[src/rtl/sys_weight_feeder.sv]
// Weight-tile feeder: streams real rows and then zero padding into the systolic
// weight shift chain, and commits the tile with a single swap pulse once the array is idle.
module sys_weight_feeder #(
    parameter int ROWS   = 6,
    parameter int COLS   = 3,
    parameter int W_BW   = 8,
    parameter int CNT_BW = 16
) (
    input  logic                      clk,
    input  logic                      rst,
    input  logic                      start,
    input  logic [$clog2(ROWS+1)-1:0] tile_rows,
    input  logic                      abort,
    input  logic                      w_in_valid,
    output logic                      w_in_ready,
    input  logic [COLS*W_BW-1:0]      w_in_data,
    output logic                      w_shift,
    output logic [COLS*W_BW-1:0]      w_out_data,
    input  logic                      compute_busy,
    output logic                      w_swap,
    output logic                      ready,
    output logic [CNT_BW-1:0]         tile_cnt
);
    localparam int            RB     = $clog2(ROWS+1);
    localparam logic [RB-1:0] ROWS_L = RB'(ROWS);
    localparam logic [RB-1:0] LAST_L = RB'(ROWS-1);

    typedef enum logic [1:0] {S_IDLE, S_LOAD, S_PAD, S_WAIT_SWAP} state_t;

    state_t                r_state, w_state_nxt;
    logic [RB-1:0]         r_n, w_n_nxt;
    logic [RB-1:0]         r_row_cnt, w_row_nxt, w_row_inc;
    logic [CNT_BW-1:0]     r_tile_cnt, w_cnt_nxt;
    logic [COLS*W_BW-1:0]  r_out_data, w_data_nxt;
    logic                  r_in_ready, r_shift, r_swap, r_ready;
    logic                  w_shift_nxt, w_swap_nxt, w_accept;

    assign w_accept  = w_in_valid && r_in_ready;
    assign w_row_inc = r_row_cnt + RB'(1);

    always_ff @(posedge clk or negedge rst) begin
        if (!rst) r_state <= S_IDLE;
        else      r_state <= w_state_nxt;
    end

    always_comb begin
        // NOTE: every output of this block gets a default first so no path leaves a latch behind.
        w_state_nxt = r_state;
        w_n_nxt     = r_n;
        w_row_nxt   = r_row_cnt;
        w_cnt_nxt   = r_tile_cnt;
        w_shift_nxt = 1'b0;
        w_swap_nxt  = 1'b0;
        w_data_nxt  = '0;
        unique case (r_state)
            S_IDLE: begin
                if (start) begin
                    w_state_nxt = S_LOAD;
                    w_n_nxt     = (tile_rows == '0 || tile_rows > ROWS_L) ? ROWS_L : tile_rows;
                    w_row_nxt   = '0;
                end
            end
            S_LOAD: begin
                if (w_accept) begin
                    w_shift_nxt = 1'b1;
                    w_data_nxt  = w_in_data;
                    w_row_nxt   = w_row_inc;
                    if (w_row_inc == r_n)
                        w_state_nxt = (r_n == ROWS_L) ? S_WAIT_SWAP : S_PAD;
                end
            end
            S_PAD: begin
                // row_cnt keeps counting through the padding so the chain always sees ROWS shifts
                w_shift_nxt = 1'b1;
                w_row_nxt   = w_row_inc;
                if (r_row_cnt == LAST_L) w_state_nxt = S_WAIT_SWAP;
            end
            S_WAIT_SWAP: begin
                if (!compute_busy) begin
                    w_swap_nxt  = 1'b1;
                    w_cnt_nxt   = r_tile_cnt + CNT_BW'(1);
                    w_state_nxt = S_IDLE;
                end
            end
            default: w_state_nxt = S_IDLE;
        endcase
        if (abort && r_state != S_IDLE) begin
            w_state_nxt = S_IDLE;
            w_shift_nxt = 1'b0;
            w_swap_nxt  = 1'b0;
            w_data_nxt  = '0;
            w_cnt_nxt   = r_tile_cnt;
        end
    end

    // NOTE: state and outputs use non-blocking assignments so all registers update together on the edge.
    always_ff @(posedge clk or negedge rst) begin
        if (!rst) begin
            r_n        <= ROWS_L;
            r_row_cnt  <= '0;
            r_tile_cnt <= '0;
            r_out_data <= '0;
            r_in_ready <= 1'b0;
            r_shift    <= 1'b0;
            r_swap     <= 1'b0;
            r_ready    <= 1'b1;
        end else begin
            r_n        <= w_n_nxt;
            r_row_cnt  <= w_row_nxt;
            r_tile_cnt <= w_cnt_nxt;
            r_out_data <= w_data_nxt;
            r_in_ready <= (w_state_nxt == S_LOAD);
            r_shift    <= w_shift_nxt;
            r_swap     <= w_swap_nxt;
            r_ready    <= (w_state_nxt == S_IDLE);
        end
    end

    assign w_in_ready = r_in_ready;
    assign w_shift    = r_shift;
    assign w_out_data = r_out_data;
    assign w_swap     = r_swap;
    assign ready      = r_ready;
    assign tile_cnt   = r_tile_cnt;

endmodule

[config.mk]
export PLATFORM = sky130hd
export DESIGN_NAME = sys_weight_feeder
export DESIGN_NICKNAME = d
export VERILOG_FILES = /design/src/rtl/sys_weight_feeder.sv
export SDC_FILE = /design/constraint.sdc
export NUM_CORES = 1
export LEC_CHECK = 0
export ABC_AREA = 1
export CORE_MARGIN = 3
export CORE_UTILIZATION = 30
export CTS_BUF_LIST = sky130_fd_sc_hd__clkbuf_4
export DETAILED_ROUTE_END_ITERATION = 8
export PLACE_DENSITY_LB_ADDON = 0.15
export SLEW_MARGIN = 20
export SYNTH_ARGS = -nofsm -noshare
export SYNTH_HDL_FRONTEND = slang
export SYNTH_SLANG_ARGS = --single-unit
export TNS_END_PERCENT = 30
[constraint.sdc]
create_clock -name clk -period 1.8 [get_ports clk]
set_input_delay 0.36 -clock clk [delete_from_list [all_inputs] [get_ports clk]]
set_output_delay 0.36 -clock clk [all_outputs]
set_load 0.02 [all_outputs]
==> results of run 1 <==
## stage by stage
step           instances  setup TNS, ns  util, %
5_1_grt              447        -0.0332     44.7
3_3_place_gp         438       -0.00714     43.6
2_1_floorplan        251              0        -
6_report             447              0     44.7
4_1_cts              447              0     44.6
3_5_place_dp         438        -0.0558     43.6
## layout make-up
class / count / area [um^2]
Timing Repair Buffer: 90 / 870
Clock inverter: 3 / 42.5
Sequential cell: 52 / 1310
Fill cell: 758 / 4300
Clock buffer: 5 / 37.5
Multi-Input combinational cell: 165 / 973
Inverter: 30 / 114
Tap cell: 102 / 128
## state kept, by name (all words and copies together), names as in the netlist
register / flops
r_state: 2
w_out_data: 24
w_shift: 1
r_row_cnt: 3
w_in_ready: 1
tile_cnt: 16
r_n: 3
w_swap: 1
ready: 1
## path summary, 6_finish.rpt
| path | start | slack, ns | cells after the start | endpoint |
|---|---|---|---|---|
| max reg2reg | r_state[1] | 0.14 | 13 | tile_cnt[13] |
| min | rst | 0.44 | 2 | tile_cnt[2] |
| min in group clk | w_in_data[5] | 0.50 | 3 | w_out_data[5] |
| min reg2reg | tile_cnt[12] | 0.51 | 1 | tile_cnt[12] |
| max | tile_cnt[3] | 0.09 | 1 | tile_cnt[3] |
| max in group asynchronous | rst | 0.76 | 3 | r_n[2] |
## repair_timing
| item | 4_1_cts | 5_1_grt |
|---|---|---|
| hold endpoints to repair | 17 | 0 |
| pin swaps | 0 | 0 |
| endpoints found under the setup margin | 13 | 9 |
| hold buffers | 1 | 0 |
| gates resized for setup | 14 | 7 |
## routing by layer
layer | global-route usage (%) | part of all wire (%) | vias up
li1 | - | - | 966
met1 | 16.6 | 44 | 864
met2 | 18.6 | 46 | 61
met3 | 5.45 | 9.5 | 2
met4 | 3.20 | 0.29 | 0
met5 | 0 | 0 | -
## cell families (layout without fill, tap and decap cells)
kind of cell	Yosys count	count (layout)	share of synthesized area, %
buffers and inverters	34	128	5.35
AO/OA/AOI/OAI	17	17	4.00
AND/OR/NAND/NOR	125	125	26.5
flip-flops	52	52	54.2
adder cells (fa/ha/maj)	8	8	4.16
XOR/XNOR	15	15	5.77
## power by group through the flow
stage | sequential [W] | clock [W] | combinational [W]
final | 0.00157 | 0.000667 | 0.00153
after global routing | 0.00161 | 0.000757 | 0.00172
after CTS | 0.00157 | 0.000701 | 0.00156
after global placement | 0.00159 | 0 | 0.00158
after floorplan | 0.00176 | 0 | 0.000770
after detailed placement | 0.00159 | 0 | 0.00159
## cells in the final DEF, fill, tap and decap left out, drive strengths merged
master	netlist	routed
dlymetal6s2s	0	4
bufinv	0	1
xnor2	8	8
a311oi	1	1
buf	0	14
nor2	35	35
nand3b	1	1
ha	8	8
o211ai	1	1
a21oi	3	3
nor3	4	4
clkinv	1	3
nand4	4	4
o21ai	9	9
o22ai	2	2
dlygate4sd2	0	13
inv	29	29
clkbuf	4	5
xor2	7	7
clkdlybuf4s50	0	58
dfstp	3	3
nand3	12	12
dfrtp	49	49
o21a	1	1
dlygate4sd3	0	1
nand2	69	69
==> reports/metrics.csv, run 1 <==
stage,metric,value,unit
outcome,status,completed,
run,maxCapViolCount,0,
routing,wl_per_cell,11.7,um
critical_path,path_cells,clkdlybuf4s50_1,
floorplan,core_area,0.00777,mm^2
critical_path,cp-end-kind,output pin,
clock_network,cts_setup_buffers,0,
clock_network,cts_sinks,52,
global_route,grt_pass1_vias,1857,
clock_network,clkSlewWorstSetupHoldPaths,0.15,ns
hold_path,min_path_type,in -> async,
power_and_ir_drop,power.share.sequential,41.7,%
cells_and_area,final_area,0.00347,mm^2
cells_and_area,diodes,0,
sta,hold_ws,0.441,ns
logic_synthesis,synth-main-ff-cell,dfrtp_1,
sta,fmax,586,MHz
logic_synthesis,syn_inst,251,
sta,timing_worst_slew_pin_value,0.436,ns
placement,place_ws,-0.0438,ns
power_and_ir_drop,vdd_drop_max,0.378,mV
clock_network,clk_latency,0.37,ns
power_and_ir_drop,p_leak,1.83,nW
floorplan,row_count,32,
power_and_ir_drop,swShare,38.3,%
power_and_ir_drop,power,0.00376,W
global_route,grt_pass1_wl,8800,um
power_and_ir_drop,internal_power,0.00232,W
sta,min_period,1.71,ns
critical_path,crit_required,1.44,ns
sta,slew_headroom,70.9,%
logic_synthesis,synth_nets,292,
power_and_ir_drop,pwr-share-comb,40.6,%
logic_synthesis,yosys.area.top_type,dfrtp_1,
routing,drtAntennaViolNets,0,
sta,rsz0062_at_grt,true,
floorplan,die_y,95.6,um
power_and_ir_drop,power_density,1080,mW/mm^2
routing,vias_per_cell,4.23,
floorplan,dieWidth,95.6,um
placement,gp_congestion,0.839,
critical_path,cp.buffers_inverters,1,
critical_path,cp_top_family,buffers and inverters,
logic_synthesis,synthArstFlopShare,100,%
clock_network,cts_tree,built,
global_route,grt_max_degree,36,
placement,hpwl,4020,um
sta,finalSetupViolations,0,
critical_path,worstSetupPathType,reg -> out,
sta,period_share,94.7,%
floorplan,die-area,0.00914,mm^2
floorplan,start_util,31.0,%
logic_synthesis,synth_commonest_cells,"65 x nand2_1, 49 x dfrtp_1, 28 x nor2_1",
floorplan,io_pins,77,
routing,drt_iter0_drc,58,
logic_synthesis,postSynthAreaPerCell,9.59,um^2
global_route,grt_usage,12.5,%
power_and_ir_drop,clkPwrFrac,17.7,%
critical_path,worst-path-max-fanout,2,
logic_synthesis,synth_edf_count,0,
power_and_ir_drop,switchingPower,0.00144,W
clock_network,cts_buffers,5,
logic_synthesis,synthDistinctLibCells,32,
logic_synthesis,synth_top_area_share,50.9,%
critical_path,max_stage_delay,0.61,ns
cells_and_area,area_growth,44.2,%
sta,hold_violations,0,
global_route,antenna_found_initial,0,
clock_network,cts_buffer_depth,2,
critical_path,critPathArrivalTime,1.35,ns
routing,vias,1893,
logic_synthesis,yosys_register_bits,52,
logic_synthesis,ys_seq_area_share,54.2,%
clock_network,root_buffer,clkbuf_4,
clock_network,htree_levels,2,
cells_and_area,fin_nets,385,
logic_synthesis,synth.most_common_cell,nand2_1,
placement,port_buffers,76,
sta,final_max_slew_viol_count,0,
global_route,grt.overflow.total,0,
logic_synthesis,ys_top_cells_by_area,"dfrtp_1 51%, nand2_1 10%, nor2_1 4.4%",
sta,worst_slack,0.0948,ns
cells_and_area,drive_above_1_share,13.6,%
routing,drcViolationCount,0,
logic_synthesis,yosysWarnings,0,
sta,skew,0.00918,ns
placement,place_area,0.00339,mm^2
critical_path,start_kind,flip-flop,
critical_path,crit_slowest_cell,clkdlybuf4s50_1,
routing,wirelength,5220,um
routing,dr.pass1.iters,4,
logic_synthesis,synth_area,0.00241,mm^2
No activity file was read; power rests on OpenSTA's default activity.
==> run 2: changes to the inputs <==
--- a/config.mk
+++ b/config.mk
@@ -5,8 +5,6 @@
 export SDC_FILE = /design/constraint.sdc
 export NUM_CORES = 1
 export LEC_CHECK = 0
-export ABC_AREA = 1
-export CORE_MARGIN = 3
 export CORE_UTILIZATION = 30
 export CTS_BUF_LIST = sky130_fd_sc_hd__clkbuf_4
 export DETAILED_ROUTE_END_ITERATION = 8
==> reports/metrics.csv, run 2 <==
stage,metric,value,unit,change
sta,slew_headroom,72.6,%,+1.7 points
sta,rsz0062_at_grt,false,,
sta,worst_slack,0.0725,ns,-0.0223 ns
cells_and_area,area_growth,51.8,%,
global_route,grt_max_degree,53,,+47%
critical_path,start_kind,flip-flop,,
placement,place_area,0.00324,mm^2,-4.2%
placement,gp_congestion,0.777,,-7.4%
sta,timing_worst_slew_pin_value,0.408,ns,-0.0285 ns
routing,drtAntennaViolNets,0,,unchanged
clock_network,clk_latency,0.37,ns,about the same
cells_and_area,largest_reg_flops,24,,unchanged
logic_synthesis,postSynthAreaPerCell,11.8,um^2,+23%
placement,hpwl,3440,um,-15%
placement,place_ws,-0.0968,ns,-0.0531 ns
logic_synthesis,synthDistinctLibCells,38,,+19%
critical_path,crit_required,1.44,ns,about the same
cells_and_area,layout_common_cells,"59 x clkdlybuf4s50_1, 49 x dfrtp_1, 27 x and2_1, 16 x nand2_1, 14 x buf_4",,
critical_path,max_stage_delay,0.61,ns,about the same
power_and_ir_drop,power_density,1030,mW/mm^2,-5.3%
logic_synthesis,synth_edf_count,0,,unchanged
sta,period_share,96.0,%,+1.2 points
placement,port_buffers,76,,unchanged
floorplan,row_count,31,,-3.1%
global_route,grt.overflow.total,0,,unchanged
critical_path,worstSetupPathType,reg -> out,,
global_route,grt_usage,12.9,%,+0.44 points
clock_network,clkSlewWorstSetupHoldPaths,0.15,ns,about the same
cells_and_area,fin_nets,327,,-15%
logic_synthesis,synthArstFlopShare,100,%,unchanged
floorplan,io_pins,77,,unchanged
logic_synthesis,synth_top_area_share,54.6,%,+3.7 points
clock_network,cts_buffers,5,,unchanged
floorplan,start_util,30.9,%,-0.045 points
logic_synthesis,synth.most_common_cell,dfrtp_1,,
critical_path,cp.buffers_inverters,1,,unchanged
logic_synthesis,synth_commonest_cells,"49 x dfrtp_1, 27 x and2_1, 16 x nand2_1",,
critical_path,crit_start,tile_cnt[15],,
clock_network,htree_levels,2,,unchanged
cells_and_area,layoutNonFillerInstCount,386,,-14%
floorplan,dieWidth,88.5,um,-7.4%
critical_path,worst-path-max-fanout,2,,unchanged
cells_and_area,fill_cells,716,,-5.5%
cells_and_area,final_area,0.00341,mm^2,-1.9%
power_and_ir_drop,vdd_drop_max,0.689,mV,+82%
clock_network,cts_sinks,52,,unchanged
routing,drcViolationCount,0,,unchanged
placement,placed_cells,374,,-15%
cells_and_area,drive_above_1_share,14.6,%,+1.0 points
logic_synthesis,yosys_register_bits,52,,unchanged
critical_path,critPathArrivalTime,1.37,ns,+0.02 ns
cells_and_area,diodes,0,,unchanged
routing,wirelength,4830,um,-7.4%
sta,finalSetupViolations,0,,unchanged
sta,fmax,579,MHz,-1.3%
clock_network,root_buffer,clkbuf_4,,
sta,hold_ws,0.477,ns,+0.0357 ns
logic_synthesis,ys_seq_area_share,58.1,%,+3.9 points
cells_and_area,final_common_cell,clkdlybuf4s50_1,,
sta,hold_violations,0,,unchanged
global_route,grt_pass1_vias,1548,,-17%
logic_synthesis,yosys.area.top_type,dfrtp_1,,
logic_synthesis,syn_inst,190,,-24%
routing,vias_per_cell,4.38,,+3.4%
floorplan,die_y,88.5,um,-7.4%
logic_synthesis,yosysWarnings,0,,unchanged
clock_network,cts_tree,built,,
floorplan,core_area,0.00725,mm^2,-6.6%
power_and_ir_drop,p_leak,1.65,nW,-9.9%
routing,dr.pass1.iters,4,,unchanged
critical_path,crit_slowest_cell,clkdlybuf4s50_1,,
sta,final_max_slew_viol_count,0,,unchanged
critical_path,cp-end-kind,output pin,,
logic_synthesis,ys_top_cells_by_area,"dfrtp_1 55%, and2_1 7.5%, ha_1 4.5%",,
sta,skew,0.0110,ns,+0.00180 ns
logic_synthesis,synth_area,0.00224,mm^2,-6.8%
global_route,grt_pass1_wl,7590,um,-14%
run,maxCapViolCount,0,,unchanged
routing,vias,1691,,-11%
critical_path,timing.rr.start,r_row_cnt[1],,
routing,wl_per_cell,12.5,um,+7.3%
outcome,status,completed,,
critical_path,cp_top_family,buffers and inverters,,
clock_network,cts_buffer_depth,2,,unchanged
hold_path,min_path_type,reg -> reg,,
critical_path,path_cells,clkdlybuf4s50_1,,
global_route,antenna_found_initial,0,,unchanged
critical_path,reg2reg_slack,0.11,ns,-0.03 ns
logic_synthesis,synth_nets,231,,-21%
sta,min_period,1.73,ns,+0.0223 ns
floorplan,die-area,0.00783,mm^2,-14%
logic_synthesis,synth-main-ff-cell,dfrtp_1,,
sta,final.setup.tns,0,ns,unchanged
routing,drt_iter0_drc,60,,+3.4%
hold_path,hold_start,tile_cnt[15],,
==> run 2: cell type report <==
cell class / instances / area, um^2 / share of cell area, %
Inverter: 4 / 15.0 / 0.441
Sequential cell: 52 / 1310 / 38.3
Clock buffer: 6 / 45.0 / 1.32
Clock inverter: 2 / 38.8 / 1.14
Timing Repair Buffer: 94 / 931 / 27.3
Multi-Input combinational cell: 129 / 948 / 27.8
Tap cell: 99 / 124 / 3.64
==> run 2: timing repair <==
item,4_1_cts,5_1_grt
resized for setup,12,16
setup buffers,0,3
hold buffers,1,0
setup endpoints to repair,12,22
pin swaps,0,4
hold endpoints to repair,49,0
==> run 2: final timing paths <==
check                                to  cells after the start
max in group asynchronous         ready                      3
setup reg to reg             w_in_ready                      7
min in group asynchronous  tile_cnt[10]                      3
hold reg to reg            tile_cnt[15]                      1
setup / recovery           tile_cnt[15]                      1
hold / removal             tile_cnt[15]                      1
==> run 2: metal layers <==
layer  wire (um)  track usage (%)  up-vias
li1            -                -      833
met1        2210             17.0      806
met2        2320             20.3       46
met3         225             3.45        6
met4          81             4.99        0
met5           0                0        -
==> run 2: cells by family (layout without fill, tap and decap cells) <==
logic type | count (synthesis) | in the layout | synth area share (%)
AO/OA/AOI/OAI | 17 | 17 | 5.35
XOR/XNOR | 18 | 18 | 7.64
adder cells (fa/ha/maj) | 8 | 8 | 4.46
buffers and inverters | 9 | 106 | 1.73
flip-flops | 52 | 52 | 58.1
multiplexers | 1 | 1 | 0.502
AND/OR/NAND/NOR | 85 | 85 | 22.2
==> run 2: stage by stage <==
step           power (W)  util (%)
6_report         0.00350      47.0
2_1_floorplan    0.00220         -
3_3_place_gp     0.00273      44.7
4_1_cts          0.00344      45.8
3_5_place_dp     0.00274      44.7
5_1_grt          0.00374      47.0
==> run 2: worst register-to-register path: stages, from the launching register on <==
cell      delay, ns
dfrtp_1        0.42
inv_1          0.11
ha_4           0.22
nor4bb_1       0.27
and4_4         0.26
nor4_2         0.04
buf_4          0.15
nor3_1         0.16
==> run 2: power breakdown <==
part / leakage, nW / switching [W] / total, W / internal (W)
sequential: 0.707 / 0.000127 / 0.00148 / 0.00136
clock: 0.0463 / 0.000380 / 0.000694 / 0.000314
combinational: 0.893 / 0.000613 / 0.00132 / 0.000703
